## config.mk

```make
export PLATFORM = sky130hd
export DESIGN_NAME = spi_xfer_ctrl
export DESIGN_NICKNAME = d
export VERILOG_FILES = /design/src/rtl/spi_pkg.sv /design/src/rtl/spi_edge_det.sv /design/src/rtl/spi_xfer_ctrl.sv
export SDC_FILE = /design/constraint.sdc
export NUM_CORES = 1
export LEC_CHECK = 0
export ABC_AREA = 1
export CAP_MARGIN = 20
export CORE_MARGIN = 4
export CORE_UTILIZATION = 40
export CTS_BUF_LIST = sky130_fd_sc_hd__clkbuf_8
export DETAILED_ROUTE_END_ITERATION = 6
export PLACE_DENSITY_LB_ADDON = 0.2
export SYNTH_ARGS = -nofsm -noshare
export SYNTH_HDL_FRONTEND = slang
export SYNTH_HIERARCHICAL = 1
export SYNTH_SLANG_ARGS = --single-unit
```

## constraint.sdc

```tcl
create_clock -name I_CLK -period 3.02 [get_ports I_CLK]
set_input_delay 0.302 -clock I_CLK [delete_from_list [all_inputs] [get_ports I_CLK]]
set_output_delay 0.302 -clock I_CLK [all_outputs]
set_load 0.01 [all_outputs]
```

## src/rtl/spi_pkg.sv

```systemverilog
`default_nettype none
// ============================================================================
//  Module   : spi_pkg
//  Purpose  : Shared definitions for the SPI transfer controller: FSM state
//             encoding, O_SPI_MODE bit positions, default watchdog limit and
//             the chip-select one-hot helper.
//  Revision : 1.0 - initial release
// ============================================================================
package spi_pkg;

   // Controller FSM states, explicit 3-bit encoding
   typedef enum logic [2:0] {
      ST_IDLE    = 3'd0,
      ST_FETCH   = 3'd1,
      ST_START   = 3'd2,
      ST_WAIT    = 3'd3,
      ST_CAPTURE = 3'd4,
      ST_FINISH  = 3'd5
   } state_t;

   // Field positions inside the O_SPI_MODE control byte
   localparam int MODE_LSB        = 0;
   localparam int START_BIT       = 3;
   localparam int CS_LSB          = 4;
   localparam int CS_BITS         = 4;

   // Watchdog limit in clock cycles when no override is given
   localparam int TIMEOUT_DEFAULT = 1024;

   // One-hot chip-select enable; indexes beyond N_CS or the 4-bit field give 0
   function automatic logic [3:0] cs_onehot(input int unsigned idx, input int unsigned n_cs);
      logic [3:0] oh;
      oh = 4'b0000;
      if ((idx < n_cs) && (idx < 4)) begin
         oh = 4'(32'd1 << idx);
      end
      return oh;
   endfunction

endpackage
`default_nettype wire

```

## src/rtl/spi_edge_det.sv

```systemverilog
`default_nettype none
// ============================================================================
//  Module   : spi_edge_det
//  Purpose  : Rising-edge detector. 'rise' is high while din is 1 and its
//             previous sample was 0, so a level held high never retriggers.
//  Revision : 1.0 - initial release
// ============================================================================
module spi_edge_det (
   input  logic clk,
   input  logic rst_n,
   input  logic din,
   output logic rise
);

   logic din_q;

   // Remember the previous sample of din
   always_ff @(posedge clk or negedge rst_n) begin
      if (!rst_n) begin
         din_q <= 1'b0;
      end else begin
         din_q <= din;
      end
   end

   assign rise = din & ~din_q;

endmodule
`default_nettype wire

```

## src/rtl/spi_xfer_ctrl.sv

```systemverilog
`default_nettype none
// ============================================================================
//  Module   : spi_xfer_ctrl
//  Purpose  : Command-driven SPI transfer sequencer. Accepts a command
//             (length, chip select, mode, divider), streams bytes to an
//             external SPI core one at a time, returns received bytes and
//             signals completion. Holds chip select for the whole burst.
//  Options  : SPI_XFER_TIMEOUT_EN - enables the WAIT-state watchdog that
//             aborts a transfer after TIMEOUT cycles and sets O_ERR.
//  Revision : 1.0 - initial release
// ============================================================================
module spi_xfer_ctrl
   import spi_pkg::*;
#(
   parameter int N       = 8,
   parameter int N_CS    = 4,
   parameter int TIMEOUT = TIMEOUT_DEFAULT
) (
   input  logic                                     I_CLK,
   input  logic                                     I_RST_N,
   input  logic                                     I_CMD_VALID,
   output logic                                     O_CMD_READY,
   input  logic [7:0]                               I_CMD_LEN,
   input  logic [((N_CS > 1) ? $clog2(N_CS) : 1)-1:0] I_CMD_CS,
   input  logic [1:0]                               I_CMD_MODE,
   input  logic [7:0]                               I_CMD_DIV,
   input  logic                                     I_TXB_VALID,
   output logic                                     O_TXB_READY,
   input  logic [N-1:0]                             I_TXB_DATA,
   output logic                                     O_RXB_VALID,
   output logic [N-1:0]                             O_RXB_DATA,
   output logic                                     O_BUSY,
   output logic                                     O_DONE,
   output logic                                     O_ERR,
   output logic [N-1:0]                             O_SPI_TX_DATA,
   input  logic [N-1:0]                             I_SPI_RX_DATA,
   output logic [7:0]                               O_SPI_MODE,
   output logic [7:0]                               O_SPI_SCK_DIV,
   input  logic                                     I_SPI_TX_DONE
);

   if (TIMEOUT < 1) begin : g_timeout_check
      $error("spi_xfer_ctrl: TIMEOUT must be at least 1");
   end

   state_t     state;
   logic [7:0] byte_cnt;   // bytes still to go after the current one
   logic [1:0] mode_q;
   logic [3:0] cs_oh;
   logic       start_q;
   logic       tx_rise;

`ifdef SPI_XFER_TIMEOUT_EN
   localparam int WDW = $clog2(TIMEOUT + 1);
   logic [WDW-1:0] wdog;
`else
   assign O_ERR = 1'b0;
`endif

   spi_edge_det u_done_edge (
      .clk   (I_CLK),
      .rst_n (I_RST_N),
      .din   (I_SPI_TX_DONE),
      .rise  (tx_rise)
   );

   // Assemble the core control byte from the latched fields and the strobe
   always_comb begin
      O_SPI_MODE                     = 8'h00;
      O_SPI_MODE[MODE_LSB +: 2]      = mode_q;
      O_SPI_MODE[START_BIT]          = start_q;
      O_SPI_MODE[CS_LSB +: CS_BITS]  = cs_oh;
   end

   // Transfer sequencer; every output is set on the transition into the
   // state that owns it, so outputs line up with the state register
   always_ff @(posedge I_CLK or negedge I_RST_N) begin
      if (!I_RST_N) begin
         state         <= ST_IDLE;
         byte_cnt      <= 8'h00;
         mode_q        <= 2'b00;
         cs_oh         <= 4'b0000;
         start_q       <= 1'b0;
         O_CMD_READY   <= 1'b0;
         O_TXB_READY   <= 1'b0;
         O_RXB_VALID   <= 1'b0;
         O_RXB_DATA    <= '0;
         O_BUSY        <= 1'b0;
         O_DONE        <= 1'b0;
         O_SPI_TX_DATA <= '0;
         O_SPI_SCK_DIV <= 8'h00;
`ifdef SPI_XFER_TIMEOUT_EN
         O_ERR         <= 1'b0;
         wdog          <= '0;
`endif
      end else begin
         start_q     <= 1'b0;
         O_RXB_VALID <= 1'b0;
         O_DONE      <= 1'b0;
         case (state)
            ST_IDLE: begin
               // Ready rises one cycle after reset release and stays up here
               O_CMD_READY <= 1'b1;
               if (I_CMD_VALID && O_CMD_READY) begin
                  mode_q        <= I_CMD_MODE;
                  O_SPI_SCK_DIV <= I_CMD_DIV;
                  cs_oh         <= cs_onehot(32'(I_CMD_CS), N_CS);
                  byte_cnt      <= I_CMD_LEN;
                  O_CMD_READY   <= 1'b0;
                  O_BUSY        <= 1'b1;
                  O_TXB_READY   <= 1'b1;
`ifdef SPI_XFER_TIMEOUT_EN
                  O_ERR         <= 1'b0;
`endif
                  state         <= ST_FETCH;
               end
            end
            ST_FETCH: begin
               // Chip select stays asserted however long the source stalls
               if (I_TXB_VALID) begin
                  O_SPI_TX_DATA <= I_TXB_DATA;
                  O_TXB_READY   <= 1'b0;
                  start_q       <= 1'b1;
                  state         <= ST_START;
               end
            end
            ST_START: begin
`ifdef SPI_XFER_TIMEOUT_EN
               wdog  <= '0;
`endif
               state <= ST_WAIT;
            end
            ST_WAIT: begin
               // Receive data is captured with the done edge so it is
               // presented together with the CAPTURE state
               if (tx_rise) begin
                  O_RXB_DATA  <= I_SPI_RX_DATA;
                  O_RXB_VALID <= 1'b1;
                  state       <= ST_CAPTURE;
               end
`ifdef SPI_XFER_TIMEOUT_EN
               else if (wdog == WDW'(TIMEOUT - 1)) begin
                  cs_oh  <= 4'b0000;
                  O_ERR  <= 1'b1;
                  O_DONE <= 1'b1;
                  state  <= ST_FINISH;
               end else begin
                  wdog <= wdog + WDW'(1);
               end
`endif
            end
            ST_CAPTURE: begin
               if (byte_cnt == 8'h00) begin
                  cs_oh  <= 4'b0000;
                  O_DONE <= 1'b1;
                  state  <= ST_FINISH;
               end else begin
                  byte_cnt    <= byte_cnt - 8'd1;
                  O_TXB_READY <= 1'b1;
                  state       <= ST_FETCH;
               end
            end
            ST_FINISH: begin
               O_BUSY      <= 1'b0;
               O_CMD_READY <= 1'b1;
               state       <= ST_IDLE;
            end
            default: begin
               state <= ST_IDLE;
            end
         endcase
      end
   end

endmodule
`default_nettype wire

```

---- Yosys cells after proc, flatten, opt, wreduce, memory -nomap -nowiden ----
Index checks and enable logic that the tools add are counted.
storage, ports and cells
  register bits after elaboration ......... 48
  latch bits .............................. 0
  RAM bits ................................ 0
  memory bits (read-only) ................. 0
  output and inout bits ................... 38
  logic and storage cells ................. 66
  memories kept ........................... 0
operators by class
  add/sub/neg operators ................... 1
  $mul .................................... 0
  div/mod/pow operators ................... 0
  order comparisons ....................... 0
  equality and inequality tests ........... 10
  shift-type cells ........................ 1
  multiplexer cells ....................... 24
  bitwise logic cells ..................... 2
  reduce and logical (&&, ||, !) cells .... 14
operator list
  operator                                                             number
  8-bit 2-to-1 mux                                                     2
  8-bit case mux with 2 select lines                                   1
  3-bit case mux with 5 select lines                                   1
  3-bit 2-to-1 mux                                                     4
  1-bit 2-to-1 mux                                                     10
  2-bit != test (second input constant)                                5
  3-bit AND reduction                                                  3
  8-bit logical NOT                                                    1
  4-bit 2-to-1 mux                                                     2
  4-bit case mux with 2 select lines                                   1
  2-bit AND reduction                                                  4
  8-bit by 1-bit subtractor with 8-bit output (second input constant)  1
  3-bit by 2-bit == test with 1-bit output (second input constant)     2
  3-bit == test (second input constant)                                2
  1-bit case mux with 2 select lines                                   2
  4-bit AND reduction                                                  1
  2-bit nonzero test                                                   2
  1-bit by 2-bit left shift with 4-bit output (first input constant)   1
  3-bit by 1-bit == test with 1-bit output (second input constant)     1
  3-bit logical NOT                                                    1
  1-bit case mux with 3 select lines                                   1
  3-bit nonzero test                                                   1
  1-bit AND                                                            1
  1-bit logical AND                                                    1
  1-bit inverter                                                       1

---- Longest topological paths before layout ----
Gate-level depths: netlist of run 1.
  word-level depth ........................ 4
  gate-level depth with buffers ........... 9

---- Cells and area by module ----
The synthesis of run 1 kept the hierarchy.
modules (own cells, without submodules)
  module         instances  cells each  area each (um^2)
  spi_xfer_ctrl  1          270         2,189.6
  spi_edge_det   1          3           35.0

---- Worst setup path after synthesis of run 1 ----
No wires, ideal clock.
  kind .................................... flip-flop to flip-flop
  start point ............................. register byte_cnt[0]
  end point ............................... register byte_cnt[5]
  data arrival time ....................... 1,178 ps
  required time ........................... 2,903 ps
  setup slack ............................. 1,725 ps
  cell stages (with the launch flop) ...... 9
  buffers on the path ..................... 1
  clock period less this slack ............ 1,295 ps
  cells stage by stage .................... dfrtp_1 > inv_1 > ha_1 > nand3_1 > o21ai_2 > nand2_2 > buf_6 > nand3_1 > nand2_1
between the ends
  word-level cells in the longest chain between the ends .. 3
ends and longest elaborated chain
  item                                                                                     line                                        RTL
  start, declared                                                                          spi_xfer_ctrl.sv:47                         logic [7:0] byte_cnt;
  start signal, assigned                                                                   spi_xfer_ctrl.sv:158                        byte_cnt <= byte_cnt - 8'd1;
  8-bit by 1-bit subtractor with 8-bit output / 8-bit logical NOT (equally long branches)  spi_xfer_ctrl.sv:158, spi_xfer_ctrl.sv:153
  8-bit 2-to-1 mux / 2-bit != test (equally long branches)                                 -
  8-bit case mux with 2 select lines / 3-bit AND reduction (equally long branches)         -
Parallel ways exist; a longest one is shown, timed or not. The select of a mux whose other input is x is not followed.
A chain may end at the register's enable or synchronous reset.

---- Worst setup path in the final report of run 1 ----
  start point ............................. register state[0]
  end point ............................... register byte_cnt[6]
between the ends
  word-level cells in the longest chain between the ends .. 3
ends and longest elaborated chain
  item                                                                  line                  RTL
  start, declared                                                       spi_xfer_ctrl.sv:46   state_t state;
  start signal, assigned                                                spi_xfer_ctrl.sv:79   state <= ST_IDLE;
  start signal, assigned                                                spi_xfer_ctrl.sv:115  state <= ST_FETCH;
  start signal, assigned                                                spi_xfer_ctrl.sv:124  state <= ST_START;
  3-bit == test / 3-bit logical NOT (equally long branches)             spi_xfer_ctrl.sv:100  case (state)
  2-bit != test (no line) / 2-bit nonzero test (equally long branches)  -
  3-bit AND reduction (no line)                                         -
Parallel ways exist; a longest one is shown, timed or not.

==> results.ini, run 1 <==
[timing]
post-route-min-period_ns = 1.90
final.setup.tns_ns = 0
report.final.hold_viol_count = 0
worst_clock_skew_ns = 0.00637
hold_ws_ns = 0.469
grt_setup_unrepaired = false
fmax_mhz = 526
period_share = 0.629
setup_viol = 0
maxSlewViolCount = 0

[clock_network]
cts_buffer_depth = 2
clkLatencyLatePin_ns = 0.30
cts_root_buf = sky130_fd_sc_hd__clkbuf_8
tritoncts = built
cts_inserted_buffers = 5
ctsResizeCount = 0
clkSinkCount = 48
cts.htree.levels = 2
worst_setup_hold_path_clk_slew_ns = 0.09

[worst_setup_path]
worstSetupEndpointType = flip-flop
timing.critical_path.required_ns = 3.21
worstSetupPathType = flip-flop to flip-flop
critPathBufInv = 3
cp_top_family = simple AND/OR/NAND/NOR gates
crit_path_start_kind = flip-flop
timing.critical_path.slowest_stage_cell = sky130_fd_sc_hd__dfrtp_1
delay_of_the_slowest_cell_on_the_worst_path_ns = 0.47
critPathMaxFanout = 15
cp_data_arrival_time_ns = 2.09
cells_along_the_critical_path = inv_2 > nand2_4 > nor3_4 > inv_2 > nand2_2 > inv_1 > nand2_1 > nand2_1

[logic_synthesis]
synthDistinctLibCells = 28
yosys_warnings = 6
syn-instance-count = 273
synth-seq-area-share = 0.540
netlist_area_um2 = 2220
ys_ff_latch = 48
syn-mean-instance-area_um2 = 8.15

[placement]
post-dp-hpwl_um = 3870
place_congestion = 0.790
place_area_um2 = 3020
io_buffer_count = 76

[power_and_ir_drop]
p_switching_w = 0.00116
seq_power_share = 0.388
clock_power_frac = 0.133
maximum_ir_drop_on_the_vdd_rail_mv = 0.417
comb_power_share = 0.479
cellPowerDensity_nw_per_um2 = 930
power.switching_fraction = 0.399
power_leakage_nw = 1.55
intPower_w = 0.00175

[routing]
drt_first_iter_violations = 60
drt_drc_violations_left = 0
post_drt_via_cell_ratio = 4.54
wirelength_um = 5130
drt-wirelength-per-cell_um = 12.1
route.antenna.remaining_nets = 0
dr_total_vias = 1919
drt_first_pass_iters = 4

[finish]
nFillCells = 492
mostFrequentLayoutCells = sky130_fd_sc_hd__nand2_1 (119), sky130_fd_sc_hd__clkdlybuf4s50_1 (75), sky130_fd_sc_hd__dfrtp_1 (48)
final_nets = 395
most_common_cell_after_layout_fill_and_taps_aside = sky130_fd_sc_hd__nand2_1
layout-drive-gt1-share = 0.0737
stdcell_area_um2 = 3140
layout-area-overhead-vs-synth_pct = 41.1
ant_diodes = 0

[die]
die_height_um = 82.6
die_area_um2 = 6820
core_region_area_um2 = 5240
die_x_um = 82.6
floorplan.initialDensity = 0.425
fp-row-count = 26
num_io_pins = 79

[global_route]
grt_pass1_vias = 1785
grt_first_pass_wirelength_um = 8010
largest_net_degree_at_the_start_of_global_routing = 49
gr-total-overflow = 0
grt_antenna_before_repair = 0
grt_usage = 0.153

[hold_path]
timing.hold.worst.class = input pin to flip-flop

[status]
status = completed

[run]
drv.max_cap_violation_count = 0

## worst reg2reg max path: stages (launching register included)
cell and delay, ns:
sky130_fd_sc_hd__dfrtp_1 0.47, sky130_fd_sc_hd__inv_2 0.11, sky130_fd_sc_hd__nand2_4 0.09, sky130_fd_sc_hd__nor3_4 0.36, sky130_fd_sc_hd__inv_2 0.23, sky130_fd_sc_hd__nand2_2 0.27, sky130_fd_sc_hd__inv_1 0.14, sky130_fd_sc_hd__nand2_1 0.08
sky130_fd_sc_hd__nand2_1 0.06
## per-layer routing
metal  vias up  track usage  routed length, um
met4         0       0.0441                 60
met3         6       0.0347                247
met2        40        0.264               2590
met5         -            0                  0
met1       874        0.190               2230
li1        999            -                  -
## layout make-up
class	instances	area, um^2	share of cell area
Sequential cell	48	1200	0.383
Multi-Input combinational cell	194	876	0.279
Timing Repair Buffer	78	786	0.250
Inverter	25	96.3	0.0307
Tap cell	70	87.6	0.0279
Clock buffer	5	68.8	0.0219
Clock inverter	3	22.5	0.00718
## cell families after synthesis
family,synth area share
buf+inv,0.0681
compound gates,0.0472
flops,0.540
fa+ha+maj,0.0112
simple gates,0.332
other cells,0.00169
## power groups by stage
stage                     clock network, W  logic, W  registers, W
final                             0.000388   0.00140       0.00113
after global routing              0.000428   0.00157       0.00117
after CTS                         0.000403   0.00142       0.00113
after detailed placement                 0   0.00142       0.00114
after global placement                   0   0.00137       0.00113
after floorplan                          0  0.000707       0.00121
## registers in the layout, summed over array words and instances (netlist names)
name,flops
O_SPI_TX_DATA,8
mode_q,2
O_SPI_SCK_DIV,8
O_RXB_VALID,1
O_RXB_DATA,8
O_CMD_READY,1
cs_oh,4
O_TXB_READY,1
O_BUSY,1
state,3
O_DONE,1
u_done_edge/din_q,1
start_q,1
byte_cnt,8
## cells in the mapped netlist
| cell type | n | share of area |
|---|---|---|
| sky130_fd_sc_hd__clkinv_1 | 1 | 0.0017 |
| sky130_fd_sc_hd__nand3_1 | 18 | 0.040 |
| sky130_fd_sc_hd__inv_2 | 4 | 0.0067 |
| sky130_fd_sc_hd__nand2_2 | 4 | 0.011 |
| sky130_fd_sc_hd__o21ai_1 | 4 | 0.0090 |
| sky130_fd_sc_hd__nor2_4 | 1 | 0.0051 |
| sky130_fd_sc_hd__a21oi_1 | 4 | 0.0090 |
| sky130_fd_sc_hd__buf_6 | 2 | 0.010 |
| sky130_fd_sc_hd__a31oi_1 | 1 | 0.0028 |
| sky130_fd_sc_hd__conb_1 | 1 | 0.0017 |
| sky130_fd_sc_hd__or2_1 | 1 | 0.0028 |
| sky130_fd_sc_hd__buf_4 | 3 | 0.010 |
| sky130_fd_sc_hd__or2_0 | 2 | 0.0056 |
| sky130_fd_sc_hd__inv_1 | 19 | 0.032 |
| sky130_fd_sc_hd__nand4_1 | 4 | 0.011 |
| sky130_fd_sc_hd__nor3_1 | 1 | 0.0022 |
| sky130_fd_sc_hd__nor2_2 | 2 | 0.0056 |
| sky130_fd_sc_hd__o21ai_2 | 1 | 0.0039 |
| sky130_fd_sc_hd__nor2_8 | 1 | 0.0090 |
| sky130_fd_sc_hd__nor2_1 | 15 | 0.025 |
| sky130_fd_sc_hd__nand2_1 | 119 | 0.20 |
| sky130_fd_sc_hd__nor3_4 | 1 | 0.0073 |
| sky130_fd_sc_hd__nand2_4 | 1 | 0.0051 |
| sky130_fd_sc_hd__inv_4 | 1 | 0.0028 |
| sky130_fd_sc_hd__buf_2 | 2 | 0.0045 |
| sky130_fd_sc_hd__ha_1 | 2 | 0.011 |
| sky130_fd_sc_hd__dfrtp_1 | 48 | 0.54 |
| sky130_fd_sc_hd__o21ai_0 | 10 | 0.022 |
## per-stage QoR
step / utilization / setup slack (ns) / power (W) / instances
CTS: 0.593 / 1.11 / 0.00296 / 421
finish: 0.599 / 1.12 / 0.00292 / 423
floorplan: - / 1.72 / 0.00192 / 274
detailed placement: 0.576 / 0.856 / 0.00256 / 413
global placement: 0.576 / 0.912 / 0.00251 / 413
global route: 0.599 / 0.951 / 0.00317 / 423
## final timing paths
kind / end / depth (start not counted) / slack (ns) / startpoint
min reg2reg: O_SPI_SCK_DIV[3] / 2 / 0.48 / O_SPI_SCK_DIV[3]
min: u_done_edge/din_q / 1 / 0.47 / I_SPI_TX_DONE
max reg2reg: byte_cnt[6] / 8 / 1.12 / state[0]
min in group asynchronous: cs_oh[3] / 2 / 0.48 / I_RST_N
max: byte_cnt[6] / 8 / 1.12 / state[0]
max in group asynchronous: O_SPI_SCK_DIV[3] / 3 / 2.03 / I_RST_N
## repair_timing
item	CTS	global route
setup buffers	0	0
hold buffers	0	1
hold endpoints to repair	0	19
No activity file was read; power rests on OpenSTA's default activity.
==> run 2: changes to the inputs <==
- clock period: 3.02 -> 1.7 ns (I/O delays scaled with it)
==> run 2 against run 1 <==
Combinational power up 81%. Clock skew up 0.0011 ns. Sequential share of layout area down 0.76 points. Power up 88%. Global-route usage down 0.30 points. Maximum frequency up 31%. Worst hold slack worse by 0.13 ns.
==> results.ini, run 2 (synthesized netlist as in run 1, its figures left out) <==
[status]
status = completed

[die]
die_height_um = 82.6
fp-row-count = 26
floorplan.initialDensity = 0.425
core_region_area_um2 = 5240
die_x_um = 82.6
num_io_pins = 79
die_area_um2 = 6820

[clock_network]
tritoncts = built
cts_inserted_buffers = 5
ctsResizeCount = 0
cts.htree.levels = 2
clkSinkCount = 48
worst_setup_hold_path_clk_slew_ns = 0.09
cts_buffer_depth = 2
cts_root_buf = sky130_fd_sc_hd__clkbuf_8
clkLatencyLatePin_ns = 0.30

[worst_setup_path]
timing.critical_path.slowest_stage_cell = sky130_fd_sc_hd__dfrtp_1
delay_of_the_slowest_cell_on_the_worst_path_ns = 0.41
worstSetupPathType = flip-flop to flip-flop
cp_data_arrival_time_ns = 1.64
timing.critical_path.required_ns = 1.89
worst-r2r-cell-count = 8
critPathBufInv = 2
worstSetupEndpointType = flip-flop
cells_along_the_critical_path = inv_1 > ha_1 > nand3_1 > o21ai_2 > nand2_2 > buf_4 > nand2_1 > o21ai_1
cp_top_family = flip-flops
regToRegEndpoint = byte_cnt[3]
crit_path_start_kind = flip-flop
critPathMaxFanout = 12
regToRegSetupSlack_ns = 0.25
crit-reg2reg-launch = byte_cnt[0]

[timing]
grt_setup_unrepaired = false
fmax_mhz = 689
final.setup.tns_ns = 0
setup_viol = 0
maxSlewViolCount = 0
period_share = 0.854
worstMarginPinSlew_ns = 0.600
worst_clock_skew_ns = 0.00749
max_slew_margin = 0.600
report.final.hold_viol_count = 0
post-route-min-period_ns = 1.45

[hold_path]
timing.hold.worst.class = input pin to flip-flop
min_delay_path_depth = 1
whs_endpoint = u_done_edge/din_q
hp-start = I_SPI_TX_DONE

[finish]
final_nets = 399
layout-area-overhead-vs-synth_pct = 43.9
layout-drive-gt1-share = 0.0840
ant_diodes = 0
mostFrequentLayoutCells = sky130_fd_sc_hd__nand2_1 (119), sky130_fd_sc_hd__clkdlybuf4s50_1 (75), sky130_fd_sc_hd__dfrtp_1 (48)
stdcell_area_um2 = 3200
most_common_cell_after_layout_fill_and_taps_aside = sky130_fd_sc_hd__nand2_1

[global_route]
grt_antenna_before_repair = 0
grt_usage = 0.150
grt_first_pass_wirelength_um = 7780
gr-total-overflow = 0
grt_pass1_vias = 1727
largest_net_degree_at_the_start_of_global_routing = 49

[power_and_ir_drop]
clock_power_frac = 0.178
p_switching_w = 0.00205
maximum_ir_drop_on_the_vdd_rail_mv = 0.868
comb_power_share = 0.461
power_leakage_nw = 1.59
power.switching_fraction = 0.373
cellPowerDensity_nw_per_um2 = 1720
intPower_w = 0.00345
seq_power_share = 0.362

[placement]
post-dp-hpwl_um = 3710
place_area_um2 = 3050
io_buffer_count = 76
place_congestion = 0.821

[routing]
drt_first_pass_iters = 4
dr_total_vias = 1941
drt_drc_violations_left = 0
drt-wirelength-per-cell_um = 11.6
route.antenna.remaining_nets = 0
post_drt_via_cell_ratio = 4.55
wirelength_um = 4970
drt_first_iter_violations = 76

[run]
drv.max_cap_violation_count = 0

run 2: repair_timing:
item | in CTS | in global routing
hold buffers | 1 | 0
hold endpoints to repair | 48 | 0
setup buffers | 0 | 0
setup endpoints to repair | 0 | 0
run 2: through the flow:
step	std cells	hold slack, ns	total power [W]	worst slack, ns	util
after global placement	418	0.308	0.00450	0.243	0.583
after global routing	427	0.346	0.00596	0.0855	0.611
final	427	0.337	0.00550	0.249	0.611
after CTS	427	0.330	0.00559	0.247	0.611
after floorplan	274	-0.126	0.00340	0.405	-
after detailed placement	418	0.311	0.00457	0.218	0.583
run 2: layout make-up:
type,count,area [um^2]
clock buffer,5,68.8
tap,70,87.6
sequential,48,1200
clock inverter,3,68.8
fill,487,2040
timing repair buffer,82,803
multi-input combinational,194,876
inverter,25,96.3
run 2: worst max-delay path by stage:
stage | slack [ns] | to | depth (start not counted) | startpoint
4_1_cts | 0.25 | byte_cnt[2] | 8 | byte_cnt[0]
6_report | 0.25 | byte_cnt[3] | 8 | byte_cnt[0]
3_3_place_gp | 0.24 | byte_cnt[5] | 8 | I_CMD_VALID
2_1_floorplan | 0.40 | byte_cnt[5] | 8 | byte_cnt[0]
5_1_grt | 0.09 | O_SPI_TX_DATA[1] | 7 | state[1]
3_5_place_dp | 0.22 | byte_cnt[2] | 8 | I_CMD_VALID
run 2: power by group through the flow:
stage / Combinational, W / Clock [W] / Sequential, W
after global placement: 0.00249 / 0 / 0.00200
after floorplan: 0.00126 / 0 / 0.00215
final: 0.00254 / 0.000977 / 0.00199
after CTS: 0.00258 / 0.00101 / 0.00200
after detailed placement: 0.00256 / 0 / 0.00201
after global routing: 0.00285 / 0.00105 / 0.00206
run 2: per-layer routing:
metal	global-route usage	vias to the layer above	wire, um
li1	-	1012	-
met1	0.188	875	2230
met2	0.248	46	2380
met3	0.0347	8	283
met4	0.0621	0	73
met5	0	-	0
==> run 3: changes to the inputs <==
- clock period: 1.7 -> 1.8 ns (I/O delays scaled with it)
==> run 3 against run 2 <==
Combinational power down 7%. Critical endpoint is now byte_cnt[4]. First-iteration DRC count up 2.6%. Register-to-register slack better by 0.06 ns. Largest cell class unchanged.
==> results.ini, run 3 (synthesized netlist as in run 1, its figures left out) <==
[die]
fp-row-count = 26
die_x_um = 82.6
die_area_um2 = 6820
die_height_um = 82.6
num_io_pins = 79
floorplan.initialDensity = 0.425
core_region_area_um2 = 5240

[finish]
most_common_cell_after_layout_fill_and_taps_aside = sky130_fd_sc_hd__nand2_1
nFillCells = 491
layout-area-overhead-vs-synth_pct = 42.9
layout-drive-gt1-share = 0.0815
ant_diodes = 0
final_nets = 398
mostFrequentLayoutCells = sky130_fd_sc_hd__nand2_1 (119), sky130_fd_sc_hd__clkdlybuf4s50_1 (75), sky130_fd_sc_hd__dfrtp_1 (48)

[clock_network]
cts_root_buf = sky130_fd_sc_hd__clkbuf_8
cts_inserted_buffers = 5
clkSinkCount = 48
post-cts-setup-buffers = 0
clkLatencyLatePin_ns = 0.30
cts.htree.levels = 2
cts_buffer_depth = 2
worst_setup_hold_path_clk_slew_ns = 0.09
tritoncts = built

[timing]
worst_clock_skew_ns = 0.00498
hold_ws_ns = 0.336
grt_setup_unrepaired = false
final.setup.tns_ns = 0
max_slew_margin = 0.592
worstMarginPinSlew_ns = 0.611
setup_viol = 0
report.final.hold_viol_count = 0
fmax_mhz = 673
post-route-min-period_ns = 1.49
maxSlewViolCount = 0
period_share = 0.826

[power_and_ir_drop]
clock_power_frac = 0.163
comb_power_share = 0.466
p_switching_w = 0.00192
power_leakage_nw = 1.57
intPower_w = 0.00314
maximum_ir_drop_on_the_vdd_rail_mv = 0.751
seq_power_share = 0.371
cellPowerDensity_nw_per_um2 = 1590
power.switching_fraction = 0.379

[routing]
drt_first_iter_violations = 78
drt_first_pass_iters = 4
drt_drc_violations_left = 0
dr_total_vias = 1925
wirelength_um = 4930
post_drt_via_cell_ratio = 4.52
drt-wirelength-per-cell_um = 11.6
route.antenna.remaining_nets = 0

[worst_setup_path]
cp_data_arrival_time_ns = 1.69
critPathMaxFanout = 13
worstSetupEndpointType = flip-flop
startpoint = state[2]
crit-reg2reg-launch = state[2]
regToRegSetupSlack_ns = 0.31
timing.critical_path.required_ns = 2.00
crit_path_start_kind = flip-flop
worstSetupPathType = flip-flop to flip-flop

[global_route]
grt_antenna_before_repair = 0
grt_pass1_vias = 1779
largest_net_degree_at_the_start_of_global_routing = 49
gr-total-overflow = 0
grt_first_pass_wirelength_um = 7860
grt_usage = 0.149

[placement]
io_buffer_count = 76
post-dp-hpwl_um = 3560
place_congestion = 0.800

[run]
drv.max_cap_violation_count = 0

[status]
status = completed

[hold_path]
timing.hold.worst.class = input pin to flip-flop
hp-start = I_SPI_TX_DONE

==> run 3: cell count changes in the layout (fill, tap and decap cells not counted), sizes merged <==
cell	delta
inv	-1
buf	-1
clkinv	+1
bufinv	-1
clkbuf	+1
==> run 3: per-layer routing <==
layer  wire [um]  vias to the layer above  GRT usage
met5           0                        -          0
met4          49                        0     0.0392
met3         290                        5     0.0423
met2        2410                       39      0.241
met1        2180                      873      0.197
li1            -                     1008          -
==> run 3: final cells by class <==
| class | count | area, um^2 | share of cell area |
|---|---|---|---|
| sequential | 48 | 1200 | 0.378 |
| multi-input combinational | 194 | 876 | 0.276 |
| timing repair buffer | 81 | 796 | 0.250 |
| inverter | 25 | 96.3 | 0.0303 |
| tap | 70 | 87.6 | 0.0276 |
| clock buffer | 6 | 82.6 | 0.0260 |
| clock inverter | 2 | 38.8 | 0.0122 |
==> run 3: critical path, cell delays in order (launching register included) <==
cell and delay [ns]:
sky130_fd_sc_hd__dfrtp_1 0.52, sky130_fd_sc_hd__inv_4 0.11, sky130_fd_sc_hd__nor2_8 0.22, sky130_fd_sc_hd__o21ai_2 0.08, sky130_fd_sc_hd__nand2_2 0.20, sky130_fd_sc_hd__inv_1 0.13, sky130_fd_sc_hd__nand2_1 0.08, sky130_fd_sc_hd__nand2_1 0.05
==> run 3: worst paths after layout <==
path	cells after the start	endpoint
max	7	byte_cnt[4]
min	1	u_done_edge/din_q
max reg2reg	7	byte_cnt[4]
min reg2reg	2	O_SPI_SCK_DIV[0]
max in group asynchronous	3	O_TXB_READY
min in group asynchronous	3	byte_cnt[3]
==> run 3: what timing repair did <==
item	4_1_cts	5_1_grt
endpoints found under the hold margin	33	0
endpoints found under the setup margin	0	0
hold buffers	1	0
resized for setup	0	0
==> run 3: per-stage QoR <==
step | instance area, um^2 | instances | power [W] | setup slack, ns | utilization
2_1_floorplan | 2230 | 274 | 0.00321 | 0.505 | -
3_3_place_gp | 3050 | 417 | 0.00423 | 0.208 | 0.582
3_5_place_dp | 3050 | 417 | 0.00427 | 0.153 | 0.582
4_1_cts | 3180 | 426 | 0.00512 | 0.300 | 0.607
5_1_grt | 3180 | 426 | 0.00550 | 0.171 | 0.607
6_report | 3180 | 426 | 0.00505 | 0.313 | 0.607
==> run 3: power by group through the flow <==
stage | Clock (W) | Combinational (W) | Sequential (W)
4_1_cts | 0.000848 | 0.00239 | 0.00188
6_report | 0.000823 | 0.00235 | 0.00187
5_1_grt | 0.000887 | 0.00267 | 0.00194
3_3_place_gp | 0 | 0.00234 | 0.00189
2_1_floorplan | 0 | 0.00119 | 0.00203
3_5_place_dp | 0 | 0.00239 | 0.00189
